--- src/rtl/apb_cmd_master.sv ---
// -----------------------------------------------------------------------------
// apb_cmd_master
//
// Purpose:
//   APB requester sitting directly in front of the UART APB slave. Takes a
//   valid/ready command stream (write DIVxR at addr 1, push a TX byte at
//   addr 2, pop an RX byte on read) and turns each command into one APB
//   SETUP/ACCESS transfer. The outcome (read data, slave error, timeout) is
//   returned on a valid/ready response channel. Only one transfer is ever
//   outstanding.
//
// Ports:
//   clk, rst                 clock (rising edge), asynchronous active-low reset
//   req_valid/req_ready      command handshake
//   req_write/addr/wdata     command fields (wdata unused for reads)
//   rsp_valid/rsp_ready      response handshake
//   rsp_rdata/err/timeout    response fields
//   PADDR/PWRITE/PWDATA      APB request fields
//   PSEL/PENABLE             APB phase controls
//   PREADY/PSLVERR/PRDATA    APB completion, error and read data
// -----------------------------------------------------------------------------
`timescale 1ns/1ps

module apb_cmd_master #(
   parameter int APB_AW  = 8,
   parameter int APB_DW  = 8,
   parameter int TIMEOUT = 16
) (
   input  logic              clk,
   input  logic              rst,
   input  logic              req_valid,
   output logic              req_ready,
   input  logic              req_write,
   input  logic [APB_AW-1:0] req_addr,
   input  logic [APB_DW-1:0] req_wdata,
   output logic              rsp_valid,
   input  logic              rsp_ready,
   output logic [APB_DW-1:0] rsp_rdata,
   output logic              rsp_err,
   output logic              rsp_timeout,
   output logic [APB_AW-1:0] PADDR,
   output logic              PWRITE,
   output logic [APB_DW-1:0] PWDATA,
   output logic              PSEL,
   output logic              PENABLE,
   input  logic              PREADY,
   input  logic              PSLVERR,
   input  logic [APB_DW-1:0] PRDATA
);

   // Timer must be able to hold the value TIMEOUT (saturation point); keep
   // at least one bit so the TIMEOUT==0 build still elaborates.
   localparam int TW = (TIMEOUT > 0) ? $clog2(TIMEOUT + 1) : 1;
   localparam logic [TW-1:0] TO_LAST = TW'((TIMEOUT > 0) ? TIMEOUT - 1 : 0);
   localparam logic [TW-1:0] TO_MAX  = TW'(TIMEOUT);

   typedef enum logic [1:0] {
      ST_IDLE   = 2'd0,
      ST_SETUP  = 2'd1,
      ST_ACCESS = 2'd2,
      ST_RESP   = 2'd3
   } state_t;

   state_t            r_state;
   logic [TW-1:0]     r_timer;
   logic [APB_AW-1:0] r_paddr;
   logic              r_pwrite;
   logic [APB_DW-1:0] r_pwdata;
   logic              r_psel;
   logic              r_penable;
   logic              r_rsp_valid;
   logic [APB_DW-1:0] r_rsp_rdata;
   logic              r_rsp_err;
   logic              r_rsp_timeout;

   logic              w_timeout;

   // The timer holds k-1 during the k-th ACCESS cycle, so TO_LAST marks the
   // TIMEOUT-th cycle. PREADY in that same cycle wins over the abort.
   assign w_timeout = (TIMEOUT != 0) && (r_timer == TO_LAST) && !PREADY;

   // Combinational decode; gated by rst so nothing is accepted during reset.
   assign req_ready = (r_state == ST_IDLE) && rst;

   always_ff @(posedge clk or negedge rst) begin
      if (!rst) begin
         r_state       <= ST_IDLE;
         r_timer       <= '0;
         r_paddr       <= '0;
         r_pwrite      <= 1'b0;
         r_pwdata      <= '0;
         r_psel        <= 1'b0;
         r_penable     <= 1'b0;
         r_rsp_valid   <= 1'b0;
         r_rsp_rdata   <= '0;
         r_rsp_err     <= 1'b0;
         r_rsp_timeout <= 1'b0;
      end else begin
         case (r_state)
            ST_IDLE: begin
               if (req_valid) begin
                  r_paddr   <= req_addr;
                  r_pwrite  <= req_write;
                  r_pwdata  <= req_wdata;
                  r_psel    <= 1'b1;
                  r_penable <= 1'b0;
                  r_state   <= ST_SETUP;
               end
            end

            ST_SETUP: begin
               r_penable <= 1'b1;
               r_timer   <= '0;
               r_state   <= ST_ACCESS;
            end

            ST_ACCESS: begin
               if ((TIMEOUT != 0) && (r_timer != TO_MAX)) begin
                  r_timer <= r_timer + TW'(1);
               end
               if (PREADY) begin
                  r_rsp_rdata   <= r_pwrite ? '0 : PRDATA;
                  r_rsp_err     <= PSLVERR;
                  r_rsp_timeout <= 1'b0;
                  r_psel        <= 1'b0;
                  r_penable     <= 1'b0;
                  r_rsp_valid   <= 1'b1;
                  r_state       <= ST_RESP;
               end else if (w_timeout) begin
                  r_rsp_rdata   <= '0;
                  r_rsp_err     <= 1'b1;
                  r_rsp_timeout <= 1'b1;
                  r_psel        <= 1'b0;
                  r_penable     <= 1'b0;
                  r_rsp_valid   <= 1'b1;
                  r_state       <= ST_RESP;
               end
            end

            ST_RESP: begin
               if (rsp_ready) begin
                  r_rsp_valid <= 1'b0;
                  r_state     <= ST_IDLE;
               end
            end

            default: begin
               r_state <= ST_IDLE;
            end
         endcase
      end
   end

   assign PADDR       = r_paddr;
   assign PWRITE      = r_pwrite;
   assign PWDATA      = r_pwdata;
   assign PSEL        = r_psel;
   assign PENABLE     = r_penable;
   assign rsp_valid   = r_rsp_valid;
   assign rsp_rdata   = r_rsp_rdata;
   assign rsp_err     = r_rsp_err;
   assign rsp_timeout = r_rsp_timeout;

endmodule

--- config.mk ---
export PLATFORM = sky130hd
export DESIGN_NAME = apb_cmd_master
export DESIGN_NICKNAME = d
export VERILOG_FILES = /design/src/rtl/apb_cmd_master.sv
export SDC_FILE = /design/constraint.sdc
export NUM_CORES = 1
export LEC_CHECK = 0
export CAP_MARGIN = 20
export CORE_ASPECT_RATIO = 0.7
export CORE_MARGIN = 4
export CORE_UTILIZATION = 44
export DETAILED_ROUTE_END_ITERATION = 12
export PLACE_DENSITY_LB_ADDON = 0.12
export SYNTH_ARGS = -nofsm -noshare
export SYNTH_HDL_FRONTEND = slang
export SYNTH_SLANG_ARGS = --single-unit
--- constraint.sdc ---
create_clock -name clk -period 2 [get_ports clk]
set_clock_uncertainty 0.15 [all_clocks]
set_input_delay 0.3 -clock clk [delete_from_list [all_inputs] [get_ports clk]]
set_output_delay 0.3 -clock clk [all_outputs]
set_load 0.05 [all_outputs]
==> impl_metrics.tcl, run 1 <==
set metrics [dict create \
    status "finished, final reports clean" \
    initial_core_util 0.473 \
    required_ns 1.55 \
    cp-end-kind "output pin" \
    synth_flop_cell "dfrtp_1" \
    dieArea_mm2 0.00500 \
    post-synth-top-count-cell "dfrtp_1" \
    root_buffer "clkbuf_8" \
    grt_overflow 0 \
    path_buf_inv 1 \
    track_usage 0.166 \
    finalNonFillerCells 261 \
    async_reset_ff_frac 1.00 \
    critPathArrivalTime_ns 1.47 \
    ioPinCount 62 \
    tightest_slew_ns 0.513 \
    grt_start_max_net_pins 38 \
    clock_path_buffers 2 \
    placedCellCount 251 \
    ant_nets 0 \
    ys_ff_latch 37 \
    drt-initial-drc-count 56 \
    crit_chain "clkdlybuf4s50_1" \
    cap_violations 0 \
    critical_path.max_stage_delay_ns 0.81 \
    leakagePower_nw 1.17 \
    grt_pass1_wl_um 6480 \
    period_share 0.961 \
    slew_headroom 0.657 \
    drc 0 \
    grt_setup_unrepaired "no" \
    io_buffers 61 \
    first_pass_iters 4 \
    clk_latency_ns 0.29 \
    combPwrFrac 0.588 \
    p_per_area_mw_per_mm2 1930 \
    fmax_mhz 520 \
    syn_area_mm2 0.00173 \
    switchingPower_mw 2.22 \
    path_class "register to output pin" \
    grt_pass1_vias 1372 \
    path_clk_slew_ns 0.07 \
    h-tree-depth 2 \
    finalSetupTns_ns 0 \
    drv_slew 0 \
    critPathTopFamily "buffers and inverters" \
    ys_types 32 \
    fill_cells 261 \
    yosys_warnings 0 \
    synth_compound_area_frac 0.0856 \
    crit_start "PADDR[5]$_DFFE_PN0P_" \
    synth-xor-area-share 0.00508 \
    synthTopCellsByCount "dfrtp_1 (37), nand2_1 (21), o21ai_1 (12)" \
    core_area_mm2 0.00365 \
    row_count 18 \
    diodes 0 \
    syn-num-nets 180 \
    post_drt_wl_per_cell_um 14.2 \
    worstPathMaxFanout 2 \
    hpwlAfterDp_um 2820 \
    drive_above_1_share 0.161 \
    hold_viol 0 \
    final_core_util 0.698 \
    crit_path_start_kind "register" \
    gp_congestion 0.770 \
    cts_tree "done" \
    die_x_um 82.8 \
    cts.sinks 37 \
    synth_edf_count 0 \
    synth-seq-area-share 0.537 \
    nets 249 \
    synth_top_family_by_area "multiplexers" \
    hold_path.class "register to register" \
    p_clk_frac 0.135 \
    reg2reg_slack_ns 0.09 \
    timing.rr.start "r_timer[0]$_DFFE_PN0P_" \
    switching_share 0.453 \
    syn_avg_cell_area_um2 12.2 \
    period_needed_ns 1.92 \
    drt_wl_total_um 3710 \
    power_frac_seq 0.278 \
    synth_cells 141 \
    ys_top_cells_by_area "dfrtp_1 (54%), mux2_4 (8.7%), ha_1 (5.8%)" \
    slowest_stage "clkdlybuf4s50_1" \
    area_growth_pct 47.5 \
    synth-simple-area-share 0.120 \
    vias 1270 \
    p_int_mw 2.68 \
    die_y_um 60.4 \
    ir_drop_v 0.00119 \
    min_from "rsp_rdata[2]$_DFFE_PN0P_" \
    synth_top_area_cell "dfrtp_1" \
    cts_buffers 5 \
    synthAdderAreaFrac 0.0580 \
    grt_antenna_before_repair 0 \
    synthMuxAreaShare 0.157 \
    synth_top_area_frac 0.537 \
    setup_viol 0 \
    via_per_inst 4.87 \
]
-- logic make-up after synthesis --
kind of cell | count (synthesis)
and+or+nand+nor | 38
DFF | 37
AOI/OAI and AO/OA | 24
muxes | 21
buffers and inverters | 12
adders and majority gates | 8
xor gates and xnor gates | 1
-- routing by layer --
layer  vias to the layer above  global-route usage  part of all wire
li1                        617                   -                 -
met1                       605               0.207              0.45
met2                        44               0.279              0.47
met3                         4              0.0570             0.067
met4                         0              0.0559            0.0094
met5                         -                   0                 0
-- what timing repair did --
| item | CTS | global route |
|---|---|---|
| resized for setup | 0 | 2 |
| hold endpoints to repair | 37 | 0 |
| endpoints found under the setup margin | 0 | 2 |
| hold buffers | 1 | 0 |
| buffers inserted | 0 | 1 |
-- final cells by class --
type	count	area [um2]	area share
Clock buffer	7	86.3	0.0339
Sequential cell	37	926	0.364
Inverter	6	22.5	0.00885
Multi-Input combinational cell	92	737	0.290
Clock inverter	1	30.0	0.0118
Tap cell	50	62.6	0.0246
Timing Repair Buffer	68	681	0.267
-- cell usage in the layout (no fill, tap or decap), types with 3 or more instances in the layout --
cell,Yosys,final
buf_4,0,7
clkdlybuf4s50_1,0,56
nor2b_1,5,5
clkbuf_8,0,6
o21ai_1,12,12
dfrtp_1,37,37
a21oi_1,3,3
inv_1,6,6
nand2_1,21,21
mux2_1,6,6
ha_1,8,7
mux2i_1,3,3
mux2_4,10,10
-- registers in the layout (all words and copies together) (netlist names) --
register	flops
PADDR	8
PWDATA	8
rsp_rdata	8
r_timer	5
r_state	2
PENABLE	1
PSEL	1
PWRITE	1
rsp_err	1
rsp_timeout	1
rsp_valid	1
-- per-stage QoR --
stage	worst slack [ns]	area [um2]	hold WS, ns	power, mW
floorplan	0.126	1730	-0.146	3.34
global placement	0.0844	2410	0.234	4.19
detailed placement	0.0418	2410	0.255	4.25
CTS	0.0347	2530	0.341	4.95
global route	0.0337	2540	0.362	5.17
finish	0.0776	2540	0.337	4.90
-- power by group through the flow --
stage | combinational, mW | clock (mW) | sequential, mW
6_report | 2.88 | 0.660 | 1.36
5_1_grt | 3.05 | 0.713 | 1.41
4_1_cts | 2.90 | 0.683 | 1.36
3_5_place_dp | 2.89 | 0 | 1.37
3_3_place_gp | 2.85 | 0 | 1.34
2_1_floorplan | 0.951 | 0 | 2.38
-- worst paths after layout --
check | to | cells past startpoint
max | PADDR[5] | 1
min | rsp_rdata[2]$_DFFE_PN0P_ | 2
max reg2reg | r_state[1]$_DFFE_PN0P_ | 6
min reg2reg | rsp_rdata[2]$_DFFE_PN0P_ | 2
max in group asynchronous | rsp_rdata[1]$_DFFE_PN0P_ | 3
min in group asynchronous | PSEL$_DFFE_PN0P_ | 3
Power figures use the tool's default switching activity.
==> run 2: changes to the inputs <==
--- a/config.mk
+++ b/config.mk
@@ -9,7 +9,9 @@
 export CORE_ASPECT_RATIO = 0.7
 export CORE_MARGIN = 4
 export CORE_UTILIZATION = 44
+export CTS_CLUSTER_SIZE = 16
 export DETAILED_ROUTE_END_ITERATION = 12
+export HOLD_SLACK_MARGIN = 0.05
 export PLACE_DENSITY_LB_ADDON = 0.12
 export SYNTH_ARGS = -nofsm -noshare
 export SYNTH_HDL_FRONTEND = slang
==> results of run 2 <==
Final layout, timing and power as in run 1 (identical DEF).
